[config.mk]
export PLATFORM = sky130hd
export DESIGN_NAME = ws2812_frame_sched
export DESIGN_NICKNAME = d
export VERILOG_FILES = /design/src/rtl/ws2812_pkg.sv /design/src/rtl/ws2812_done_collect.sv /design/src/rtl/ws2812_frame_sched.sv
export SDC_FILE = /design/constraint.sdc
export NUM_CORES = 1
export LEC_CHECK = 0
export CAP_MARGIN = 5
export CELL_PAD_IN_SITES_DETAIL_PLACEMENT = 1
export CELL_PAD_IN_SITES_GLOBAL_PLACEMENT = 1
export CORE_AREA = 5 5 84 86
export CTS_BUF_LIST = sky130_fd_sc_hd__clkbuf_4
export CTS_CLUSTER_SIZE = 8
export DETAILED_ROUTE_END_ITERATION = 10
export DIE_AREA = 0 0 89 91
export PLACE_DENSITY = 0.95
export SLEW_MARGIN = 5
export SYNTH_ARGS = -nofsm -noshare
export SYNTH_HDL_FRONTEND = slang
export SYNTH_SLANG_ARGS = --single-unit
export TNS_END_PERCENT = 10
[constraint.sdc]
create_clock -name clk_in -period 2.72 [get_ports clk_in]
set_input_delay 0.408 -clock clk_in [delete_from_list [all_inputs] [get_ports clk_in]]
set_output_delay 0.408 -clock clk_in [all_outputs]
set_load 0.02 [all_outputs]
[src/rtl/ws2812_pkg.sv]
// Shared definitions for the WS2812 frame scheduler slice.
// Holds the scheduler state encoding, the channel-count ceiling, default timing
// constants and a helper that sizes cycle counters from a cycle budget.
package ws2812_pkg;

  typedef enum logic [1:0] {
    STA_IDLE  = 2'd0,
    STA_SWAP  = 2'd1,
    STA_START = 2'd2,
    STA_RUN   = 2'd3
  } sta_t;

  localparam int MAX_CH             = 8;
  localparam int DEF_NUM_CH         = 4;
  localparam int DEF_REFRESH_CYCLES = 2_000_000;  // 40 ms at 50 MHz
  localparam int DEF_TIMEOUT_CYCLES = 1_000_000;

  // A counter that must reach cycles-1 needs $clog2(cycles) bits; never allow zero width.
  function automatic int cnt_width(input int cycles);
    return (cycles > 1) ? $clog2(cycles) : 1;
  endfunction

endpackage

[src/rtl/ws2812_done_collect.sv]
// Completion collector: latches the channel enable mask at frame start and
// accumulates per-channel done pulses until every enabled channel has reported.
// Ports: load (latch mask / clear seen), accum (collect dones), chan_en, chan_done,
//        mask (latched enables), all_done (combinational: seen|new covers mask, while accum).
module ws2812_done_collect
  import ws2812_pkg::*;
#(
  parameter int NUM_CH = DEF_NUM_CH
) (
  input  logic              clk_in,
  input  logic              rst_n_in,
  input  logic              load,
  input  logic              accum,
  input  logic [NUM_CH-1:0] chan_en,
  input  logic [NUM_CH-1:0] chan_done,
  output logic [NUM_CH-1:0] mask,
  output logic              all_done
);

  logic [NUM_CH-1:0] done_seen;
  logic [NUM_CH-1:0] done_new;

  // Dones on channels outside the latched mask are dropped here.
  assign done_new = chan_done & mask;

  // Including this cycle's pulses lets the scheduler leave RUN on the last done.
  assign all_done = accum && ((done_seen | done_new) == mask);

  always_ff @(posedge clk_in or negedge rst_n_in) begin
    if (!rst_n_in) begin
      mask      <= '0;
      done_seen <= '0;
    end else if (load) begin
      mask      <= chan_en;
      done_seen <= '0;
    end else if (accum) begin
      // OR accumulation makes repeated dones on one channel harmless.
      done_seen <= done_seen | done_new;
    end
  end

endmodule

[src/rtl/ws2812_frame_sched.sv]
// Frame scheduler for NUM_CH parallel WS2812 channels sharing a ping-pong pixel RAM.
// Swaps banks on host commit while idle, starts enabled channels, waits for all
// completions under a timeout, and optionally re-sends the front bank on a refresh timer.
// Ports: commit_in / auto_refresh_en / chan_en_in / chan_done_in from host and channels;
//        frame_rdy_out start pulses, bank_rd/wr_sel_out bank selects, commit_ack_out,
//        busy_out, timeout_err_out (sticky), overrun_out (commit while one is pending).
module ws2812_frame_sched
  import ws2812_pkg::*;
#(
  parameter int NUM_CH         = DEF_NUM_CH,
  parameter int REFRESH_CYCLES = DEF_REFRESH_CYCLES,
  parameter int TIMEOUT_CYCLES = DEF_TIMEOUT_CYCLES
) (
  input  logic              clk_in,
  input  logic              rst_n_in,
  input  logic              commit_in,
  input  logic              auto_refresh_en,
  input  logic [NUM_CH-1:0] chan_en_in,
  input  logic [NUM_CH-1:0] chan_done_in,
  output logic [NUM_CH-1:0] frame_rdy_out,
  output logic              bank_wr_sel_out,
  output logic              bank_rd_sel_out,
  output logic              commit_ack_out,
  output logic              busy_out,
  output logic              timeout_err_out,
  output logic              overrun_out
);

  localparam int RW = cnt_width(REFRESH_CYCLES);
  localparam int TW = cnt_width(TIMEOUT_CYCLES);
  localparam logic [RW-1:0] REFRESH_LAST = RW'(REFRESH_CYCLES - 1);
  localparam logic [TW-1:0] TIMEOUT_LAST = TW'(TIMEOUT_CYCLES - 1);

  sta_t              state_q;
  sta_t              state_nxt;
  logic              pending_q;
  logic [RW-1:0]     refresh_cnt;
  logic [TW-1:0]     run_cnt;
  logic [NUM_CH-1:0] mask;
  logic              all_done;

  logic              timeout_hit;
  logic              ack_nxt;
  logic              busy_nxt;
  logic              overrun_nxt;
  logic [NUM_CH-1:0] frame_nxt;

  ws2812_done_collect #(
    .NUM_CH (NUM_CH)
  ) u_done_collect (
    .clk_in    (clk_in),
    .rst_n_in  (rst_n_in),
    .load      (state_q == STA_START),
    .accum     (state_q == STA_RUN),
    .chan_en   (chan_en_in),
    .chan_done (chan_done_in),
    .mask      (mask),
    .all_done  (all_done)
  );

  // Next state and next registered outputs.
  always_comb begin
    state_nxt   = state_q;
    timeout_hit = 1'b0;
    case (state_q)
      STA_IDLE: begin
        // A commit arriving this cycle is honoured immediately so the swap
        // follows one cycle after the pulse; the pending flag covers commits
        // that arrived while the display was busy.
        if (pending_q || commit_in) begin
          state_nxt = STA_SWAP;
        end else if (auto_refresh_en && (refresh_cnt == REFRESH_LAST)) begin
          state_nxt = STA_START;
        end
      end
      STA_SWAP: begin
        state_nxt = STA_START;
      end
      STA_START: begin
        state_nxt = (chan_en_in == '0) ? STA_IDLE : STA_RUN;
      end
      STA_RUN: begin
        if (all_done) begin
          state_nxt = STA_IDLE;
        end else if (run_cnt == TIMEOUT_LAST) begin
          state_nxt   = STA_IDLE;
          timeout_hit = 1'b1;
        end
      end
      default: begin
        state_nxt = STA_IDLE;
      end
    endcase

    ack_nxt     = (state_nxt == STA_SWAP);
    busy_nxt    = (state_nxt != STA_IDLE);
    frame_nxt   = (state_q == STA_START) ? chan_en_in : '0;
    // In SWAP the old commit is being consumed, so a new one there is not an overrun.
    overrun_nxt = commit_in && pending_q && (state_q != STA_SWAP);
  end

  always_ff @(posedge clk_in or negedge rst_n_in) begin
    if (!rst_n_in) begin
      state_q <= STA_IDLE;
    end else begin
      state_q <= state_nxt;
    end
  end

  // Pending commit: cleared by SWAP unless a fresh commit lands in the same cycle.
  always_ff @(posedge clk_in or negedge rst_n_in) begin
    if (!rst_n_in) begin
      pending_q <= 1'b0;
    end else begin
      pending_q <= commit_in || (pending_q && (state_q != STA_SWAP));
    end
  end

  // Refresh timer: runs only while idle, restarts whenever a frame finishes.
  always_ff @(posedge clk_in or negedge rst_n_in) begin
    if (!rst_n_in) begin
      refresh_cnt <= '0;
    end else if ((state_q == STA_RUN) && (state_nxt == STA_IDLE)) begin
      refresh_cnt <= '0;
    end else if ((state_q == STA_IDLE) && (refresh_cnt != REFRESH_LAST)) begin
      refresh_cnt <= refresh_cnt + RW'(1);
    end
  end

  // Timeout counter: zero on the first RUN cycle, leaves RUN before it could wrap.
  always_ff @(posedge clk_in or negedge rst_n_in) begin
    if (!rst_n_in) begin
      run_cnt <= '0;
    end else if (state_q == STA_START) begin
      run_cnt <= '0;
    end else if ((state_q == STA_RUN) && (run_cnt != TIMEOUT_LAST)) begin
      run_cnt <= run_cnt + TW'(1);
    end
  end

  // Bank selects flip together at the end of SWAP, never during a frame.
  always_ff @(posedge clk_in or negedge rst_n_in) begin
    if (!rst_n_in) begin
      bank_rd_sel_out <= 1'b0;
      bank_wr_sel_out <= 1'b1;
    end else if (state_q == STA_SWAP) begin
      bank_rd_sel_out <= ~bank_rd_sel_out;
      bank_wr_sel_out <= ~bank_wr_sel_out;
    end
  end

  always_ff @(posedge clk_in or negedge rst_n_in) begin
    if (!rst_n_in) begin
      frame_rdy_out   <= '0;
      commit_ack_out  <= 1'b0;
      busy_out        <= 1'b0;
      overrun_out     <= 1'b0;
      timeout_err_out <= 1'b0;
    end else begin
      frame_rdy_out   <= frame_nxt;
      commit_ack_out  <= ack_nxt;
      busy_out        <= busy_nxt;
      overrun_out     <= overrun_nxt;
      if (timeout_hit) begin
        timeout_err_out <= 1'b1;
      end
    end
  end

endmodule
==> results.sh, run 1 <==
export IMPL_synth_ff_type="dfrtp_1"
export IMPL_hold_viol=1
export IMPL_layout_area_overhead_vs_synth_pct=16.48
export IMPL_grt_use_total_pct=22.81
export IMPL_critPathLaunch="run_cnt[0]"
export IMPL_grt_pass1_wl_mm=14.12
export IMPL_internal_power_w=0.001890
export IMPL_violations="hold timing"
export IMPL_synth_area_leaders="dfrtp_1 50%, nor2_1 4.1%, xnor2_1 3.2%"
export IMPL_fin_hold_ws_ns=-0.00008649
export IMPL_synth_seq_cells=62
export IMPL_syn_instance_count=304
export IMPL_viasPerCell=6.181
export IMPL_die_y_um=91
export IMPL_final_design_area_no_fill_mm2=0.003556
export IMPL_worstPathMaxFanout=14
export IMPL_seq_power_share_pct=41.6
export IMPL_synth_xor_area_share_pct=5.451
export IMPL_dp_hpwl_mm=5.494
export IMPL_wire_per_inst_um=20.26
export IMPL_ant_nets=0
export IMPL_boundaryPins=22
export IMPL_dpl_cell_area_mm2=0.003371
export IMPL_required_ns=3.03
export IMPL_status="complete, but fails checks"
export IMPL_rrSetupSlack_ns=0.36
export IMPL_wirelength_mm=8.407
export IMPL_nets=347
export IMPL_worstPathArrival_ns=2.67
export IMPL_setup_viol=0
export IMPL_fmax_ghz=0.4239
export IMPL_ff2ff_path_depth=6
export IMPL_grt_overflow_total=0
export IMPL_syn_area_per_cell_um2=10.04
export IMPL_grt_pass1_vias=2763
export IMPL_async_flop_share_pct=100.0
export IMPL_postCtsSetupBuffers=0
export IMPL_synth_top_family_by_area="simple AND/OR/NAND/NOR gates"
export IMPL_synth_mux_area_share_pct=1.680
export IMPL_gp_congestion=0.8480
export IMPL_final_core_util_pct=57.31
export IMPL_dr_pass1_iters=4
export IMPL_synth_fa_ha_area_share_pct=0.8197
export IMPL_port_buffers=21
export IMPL_antenna_cells=0
export IMPL_peakVddDrop_uv=449.4
export IMPL_final_cell_mix="61 x dfrtp_1, 33 x nor2_1, 20 x clkdlybuf4s50_1"
export IMPL_yosysTopAreaCell="dfrtp_1"
export IMPL_drc_errors=0
export IMPL_r2r_start="run_cnt[0]"
export IMPL_synth_seq_area_share_pct=50.86
export IMPL_antenna_found_initial=0
export IMPL_path_class="reg -> reg"
export IMPL_fin_crit_sh_pct=86.74
export IMPL_power_frac_comb_pct=30.5
export IMPL_maxCapViolations=0
export IMPL_cts_clk_slew_worst_paths_ns=0.12
export IMPL_cp_end_kind="register"
export IMPL_slew_headroom_pct=37.35
export IMPL_fin_tns_setup_ns=0
export IMPL_tightest_slew_ns=0.9335
export IMPL_die_width_um=89
export IMPL_layout_min_cycle_time_ns=2.359
export IMPL_p_leak_nw=1.500
export IMPL_switching_power_w=0.001127
export IMPL_rsz0062_at_grt="no"
export IMPL_synth_nets=318
export IMPL_final_common_cell="dfrtp_1"
export IMPL_synth_distinct_cells=50
export IMPL_clkPwrFrac_pct=28.0
export IMPL_skew_ns=0.02091
export IMPL_r2r_end="run_cnt[3]"
export IMPL_initialDrtViolationCount=100
export IMPL_synth_compound_area_share_pct=13.16
export IMPL_netSwitchingFraction_pct=37.36
export IMPL_clk_path_buf_depth=2
export IMPL_initial_core_util_pct=49.20
export IMPL_holdCritPathClass="in -> async"
export IMPL_ys_warn_count=0
export IMPL_clk_latency_ns=0.43
export IMPL_cts_resized_gates=0
export IMPL_yosys_area_share_simple_pct=24.96
export IMPL_vias=2565
export IMPL_h_tree_depth=3
export IMPL_cts_sinks=62
export IMPL_grt_max_degree=36
export IMPL_core_area_mm2=0.006205
export IMPL_cts_buffers=9
export IMPL_cts_root_buf="clkbuf_4"
export IMPL_row_count=29
export IMPL_powerDensity_mw_per_mm2=848.5
export IMPL_layout_drive_gt1_share_pct=10.36
export IMPL_maxSlewViolCount=0
export IMPL_cts_hold_buf=0
export IMPL_synth_top_cell_area_share_pct=50.00
export IMPL_cts_tree="done"
export IMPL_startpoint_type="register"
export IMPL_synth_edf_count=0
export IMPL_die_area_mm2=0.008099
export IMPL_cp_endpoint="run_cnt[3]"
export IMPL_netlist_area_mm2=0.003053
## cells in the mapped netlist, types with 2 or more instances
cell type	n
dfrtp_1	61
nor2_1	33
nand3_1	17
a21oi_1	14
inv_1	14
nand2_1	13
nand4_1	11
xnor2_1	11
o21ai_0	10
xor2_1	8
nor2b_1	7
nor3_1	7
o31ai_1	7
a21o_1	6
and2_1	6
or3_1	6
and3_1	5
clkbuf_1	5
nor3b_1	5
o211ai_1	5
a31oi_1	4
mux2i_1	4
o22ai_1	4
or4_1	4
buf_2	3
nor4_1	3
o41ai_1	3
and4_1	2
and4bb_2	2
ha_1	2
o311ai_0	2
or2_2	2
## power groups by stage
| stage | sequential (W) | combinational, W | clock, W |
|---|---|---|---|
| final | 0.00125 | 0.000919 | 0.000844 |
| after global routing | 0.00127 | 0.000990 | 0.000899 |
| after CTS | 0.00125 | 0.000917 | 0.000852 |
| after detailed placement | 0.00126 | 0.000869 | 0 |
| after global placement | 0.00124 | 0.000821 | 0 |
| after floorplan | 0.00125 | 0.000523 | 0 |
## final cells by class
cell class / instances / area (um^2)
multi-input combinational: 219 / 1406
fill: 688 / 2649
tap: 77 / 96.34
clock buffer: 10 / 75.07
clock inverter: 6 / 110.1
inverter: 14 / 52.55
sequential: 62 / 1553
timing repair buffer: 27 / 262.8
## cells by family (layout without fill, tap and decap cells)
group	Yosys count	after routing
simple gates	132	132
flops	62	62
compound gates	61	61
buf+inv	23	57
xor+xnor	19	19
mux	5	5
fa+ha+maj	2	2
## worst max-delay path, cell delays in order, from the launching register on
cell and delay (ns):
dfrtp_1 0.45, ha_1 0.29, nand4_4 0.21, o21ai_1 0.79, buf_4 0.29, o211ai_1 0.10, o31ai_1 0.12
## sequential cells by signal, summed over array words and instances, names as in the netlist
signal,cells
pending_q,1
u_done_collect.mask,4
timeout_err_out,1
busy_out,1
bank_rd_sel_out,1
frame_rdy_out,4
u_done_collect.done_seen,4
state_q,2
refresh_cnt,21
commit_ack_out,1
run_cnt,20
bank_wr_sel_out,1
overrun_out,1
## per-stage QoR
stage / std cells / total power, W / setup slack, ns
finish: 415 / 0.003017 / 0.3607
floorplan: 304 / 0.001777 / 0.9395
global placement: 399 / 0.002058 / 0.6782
detailed placement: 399 / 0.002131 / 0.4805
CTS: 415 / 0.003017 / 0.4231
global route: 415 / 0.003160 / 0.1566
## worst min path at each step
stage	cells past startpoint	to	from	slack (ns)
floorplan	0	bank_rd_sel_out	rst_n_in	0.11
global placement	1	timeout_err_out	timeout_err_out	0.45
detailed placement	1	timeout_err_out	timeout_err_out	0.46
CTS	1	frame_rdy_out[3]	rst_n_in	0.01
global route	1	frame_rdy_out[3]	rst_n_in	0.02
finish	1	frame_rdy_out[3]	rst_n_in	-0.00009
## metal layers
metal	GRT usage [%]	up-vias	share of wire, %	routed length [um]
met5	0	-	0	0
met4	10.30	0	2.7	224
met3	5.068	18	3.6	302
met2	38.24	57	52	4358
met1	27.64	1324	42	3521
li1	-	1166	-	-
(Power assumes the default switching activity.)
==> run 2, diff against run 1 <==
--- a/config.mk
+++ b/config.mk
@@ -9,13 +9,12 @@
 export CELL_PAD_IN_SITES_DETAIL_PLACEMENT = 1
 export CELL_PAD_IN_SITES_GLOBAL_PLACEMENT = 1
-export CORE_AREA = 5 5 84 86
+export CORE_AREA = 5 5 85 87
 export CTS_BUF_LIST = sky130_fd_sc_hd__clkbuf_4
 export CTS_CLUSTER_SIZE = 8
 export DETAILED_ROUTE_END_ITERATION = 10
-export DIE_AREA = 0 0 89 91
-export PLACE_DENSITY = 0.95
+export DIE_AREA = 0 0 90 92
+export PLACE_DENSITY = 0.94
 export SLEW_MARGIN = 5
 export SYNTH_ARGS = -nofsm -noshare
 export SYNTH_HDL_FRONTEND = slang
 export SYNTH_SLANG_ARGS = --single-unit
-export TNS_END_PERCENT = 10
==> constraint.sdc (replaced) <==
create_clock -name clk_in -period 2.72 [get_ports clk_in]
set_input_delay 0.408 -clock clk_in [delete_from_list [all_inputs] [get_ports clk_in]]
set_output_delay 0.408 -clock clk_in [all_outputs]
set_load 0.1 [all_outputs]
==> results.sh, run 2 (synthesis gave the netlist of run 1 again) <==
export IMPL_clk_path_buf_depth=2
export IMPL_grt_max_degree=37
export IMPL_hold_path_depth=1
export IMPL_wire_per_inst_um=17.99
export IMPL_port_buffers=21
export IMPL_peakVddDrop_uv=510.0
export IMPL_dp_hpwl_mm=5.309
export IMPL_fin_crit_sh_pct=76.77
export IMPL_largestRegisters="refresh_cnt x21, run_cnt x20"
export IMPL_maxSlewViolCount=0
export IMPL_startpoint_type="register"
export IMPL_ff2ff_path_depth=5
export IMPL_cp_end_kind="register"
export IMPL_cts_sinks=62
export IMPL_initial_core_util_pct=48.63
export IMPL_die_area_mm2=0.008280
export IMPL_grt_pass1_wl_mm=12.92
export IMPL_antenna_cells=0
export IMPL_gp_congestion=0.8725
export IMPL_rrSetupSlack_ns=0.63
export IMPL_skew_ns=0.007941
export IMPL_hold_viol=0
export IMPL_clk_latency_ns=0.42
export IMPL_ant_nets=0
export IMPL_status="completed"
export IMPL_holdCritPathClass="reg -> reg"
export IMPL_fin_tns_setup_ns=0
export IMPL_powerDensity_mw_per_mm2=843.3
export IMPL_layout_area_overhead_vs_synth_pct=13.81
export IMPL_cts_clk_slew_worst_paths_ns=0.11
export IMPL_worstPathMaxFanout=7
export IMPL_initialDrtViolationCount=106
export IMPL_die_width_um=90
export IMPL_path_depth=5
export IMPL_crit_slowest_cell="nor4_2"
export IMPL_critPathLaunch="run_cnt[6]"
export IMPL_grt_pass1_vias=2642
export IMPL_core_area_mm2=0.006277
export IMPL_setup_viol=0
export IMPL_p_leak_nw=1.473
export IMPL_boundaryPins=22
export IMPL_r2r_start="run_cnt[6]"
export IMPL_row_count=29
export IMPL_preCtsSetupSlack_ns=0.6671
export IMPL_rsz0062_at_grt="no"
export IMPL_viasPerCell=5.928
export IMPL_nets=348
export IMPL_worstPathArrival_ns=2.39
export IMPL_layout_drive_gt1_share_pct=13.57
export IMPL_layout_min_cycle_time_ns=2.088
export IMPL_crit_family="simple AND/OR/NAND/NOR gates"
export IMPL_wirelength_mm=7.482
export IMPL_cts_buffers=9
export IMPL_largest_reg_flops=21
export IMPL_fin_hold_ws_ns=0.4919
export IMPL_h_tree_depth=3
export IMPL_tightest_slew_ns=0.6371
export IMPL_path_class="reg -> reg"
export IMPL_cp_endpoint="run_cnt[19]"
export IMPL_cts_root_buf="clkbuf_4"
export IMPL_final_common_cell="dfrtp_1"
export IMPL_fin_ws_ns=0.6318
export IMPL_antenna_found_initial=0
export IMPL_dr_pass1_iters=4
export IMPL_critical_path_buf_inv_count=0
export IMPL_min_from="timeout_err_out"
export IMPL_vias=2466
export IMPL_drc_errors=0
export IMPL_final_cell_mix="61 x dfrtp_1, 33 x nor2_1, 17 x nand3_1"
export IMPL_grt_overflow_total=0
export IMPL_path_cells="nand4_1 > nor4_2 > nand4_2 > o311ai_1 > o41ai_1"
export IMPL_regMostFlops="refresh_cnt"
export IMPL_max_stage_delay_ns=0.52
export IMPL_grt_use_total_pct=19.26
export IMPL_power_w=0.002930
export IMPL_required_ns=3.02
export IMPL_die_y_um=92
export IMPL_r2r_end="run_cnt[19]"
export IMPL_slew_headroom_pct=57.53
export IMPL_cts_tree="done"
export IMPL_maxCapViolations=0
export IMPL_fmax_ghz=0.4789
==> run 2: cell count changes in the layout (fill, tap and decap cells not counted), moves of 3 or more <==
cell / delta
buf_4: +10
bufinv_16: -3
clkdlybuf4s50_1: -10
clkinvlp_4: +4
==> run 2: how the worst min path moves through the flow <==
stage | to | slack, ns
6_report | timeout_err_out | 0.49
5_1_grt | bank_rd_sel_out | 0.52
4_1_cts | timeout_err_out | 0.50
3_5_place_dp | u_done_collect.mask[3] | 0.46
3_3_place_gp | frame_rdy_out[3] | 0.45
2_1_floorplan | bank_rd_sel_out | 0.11
==> run 2: cell type report <==
class,count,area [um^2]
inverter,14,52.55
fill,708,2803
clock inverter,7,51.30
sequential,62,1553
tap,77,96.34
multi-input combinational,219,1406
timing repair buffer,28,247.7
clock buffer,9,67.56
==> run 2: what timing repair did <==
action | in CTS | in global routing
buffers inserted | 0 | 0
hold endpoints to repair | 11 | 0
resized for setup | 0 | 0
hold buffers | 1 | 0
==> run 2: power breakdown <==
part | internal [W] | switching [W]
sequential | 0.00108 | 0.000176
clock | 0.000186 | 0.000376
combinational | 0.000319 | 0.000794
total | 0.00158 | 0.00135
==> run 2: per-stage QoR <==
stage | util (%) | std cells | instance area (um^2)
floorplan | - | 304 | 3053
global placement | 53.30 | 399 | 3346
detailed placement | 53.30 | 399 | 3346
CTS | 55.35 | 416 | 3475
global route | 55.35 | 416 | 3475
finish | 55.35 | 416 | 3475
==> run 2: worst reg2reg max path, stage by stage, from the launching register on <==
cell and delay (ns):
dfrtp_1 0.45, nand4_1 0.26, nor4_2 0.52, nand4_2 0.27, o311ai_1 0.34, o41ai_1 0.13
==> run 2: metal layers <==
layer  vias up  global-route usage [%]  wire [um]
li1       1172                       -          -
met3        17                   3.601        212
met1      1246                   24.07       3245
met5         -                       0          0
met4         0                   10.42        196
met2        31                   31.65       3827
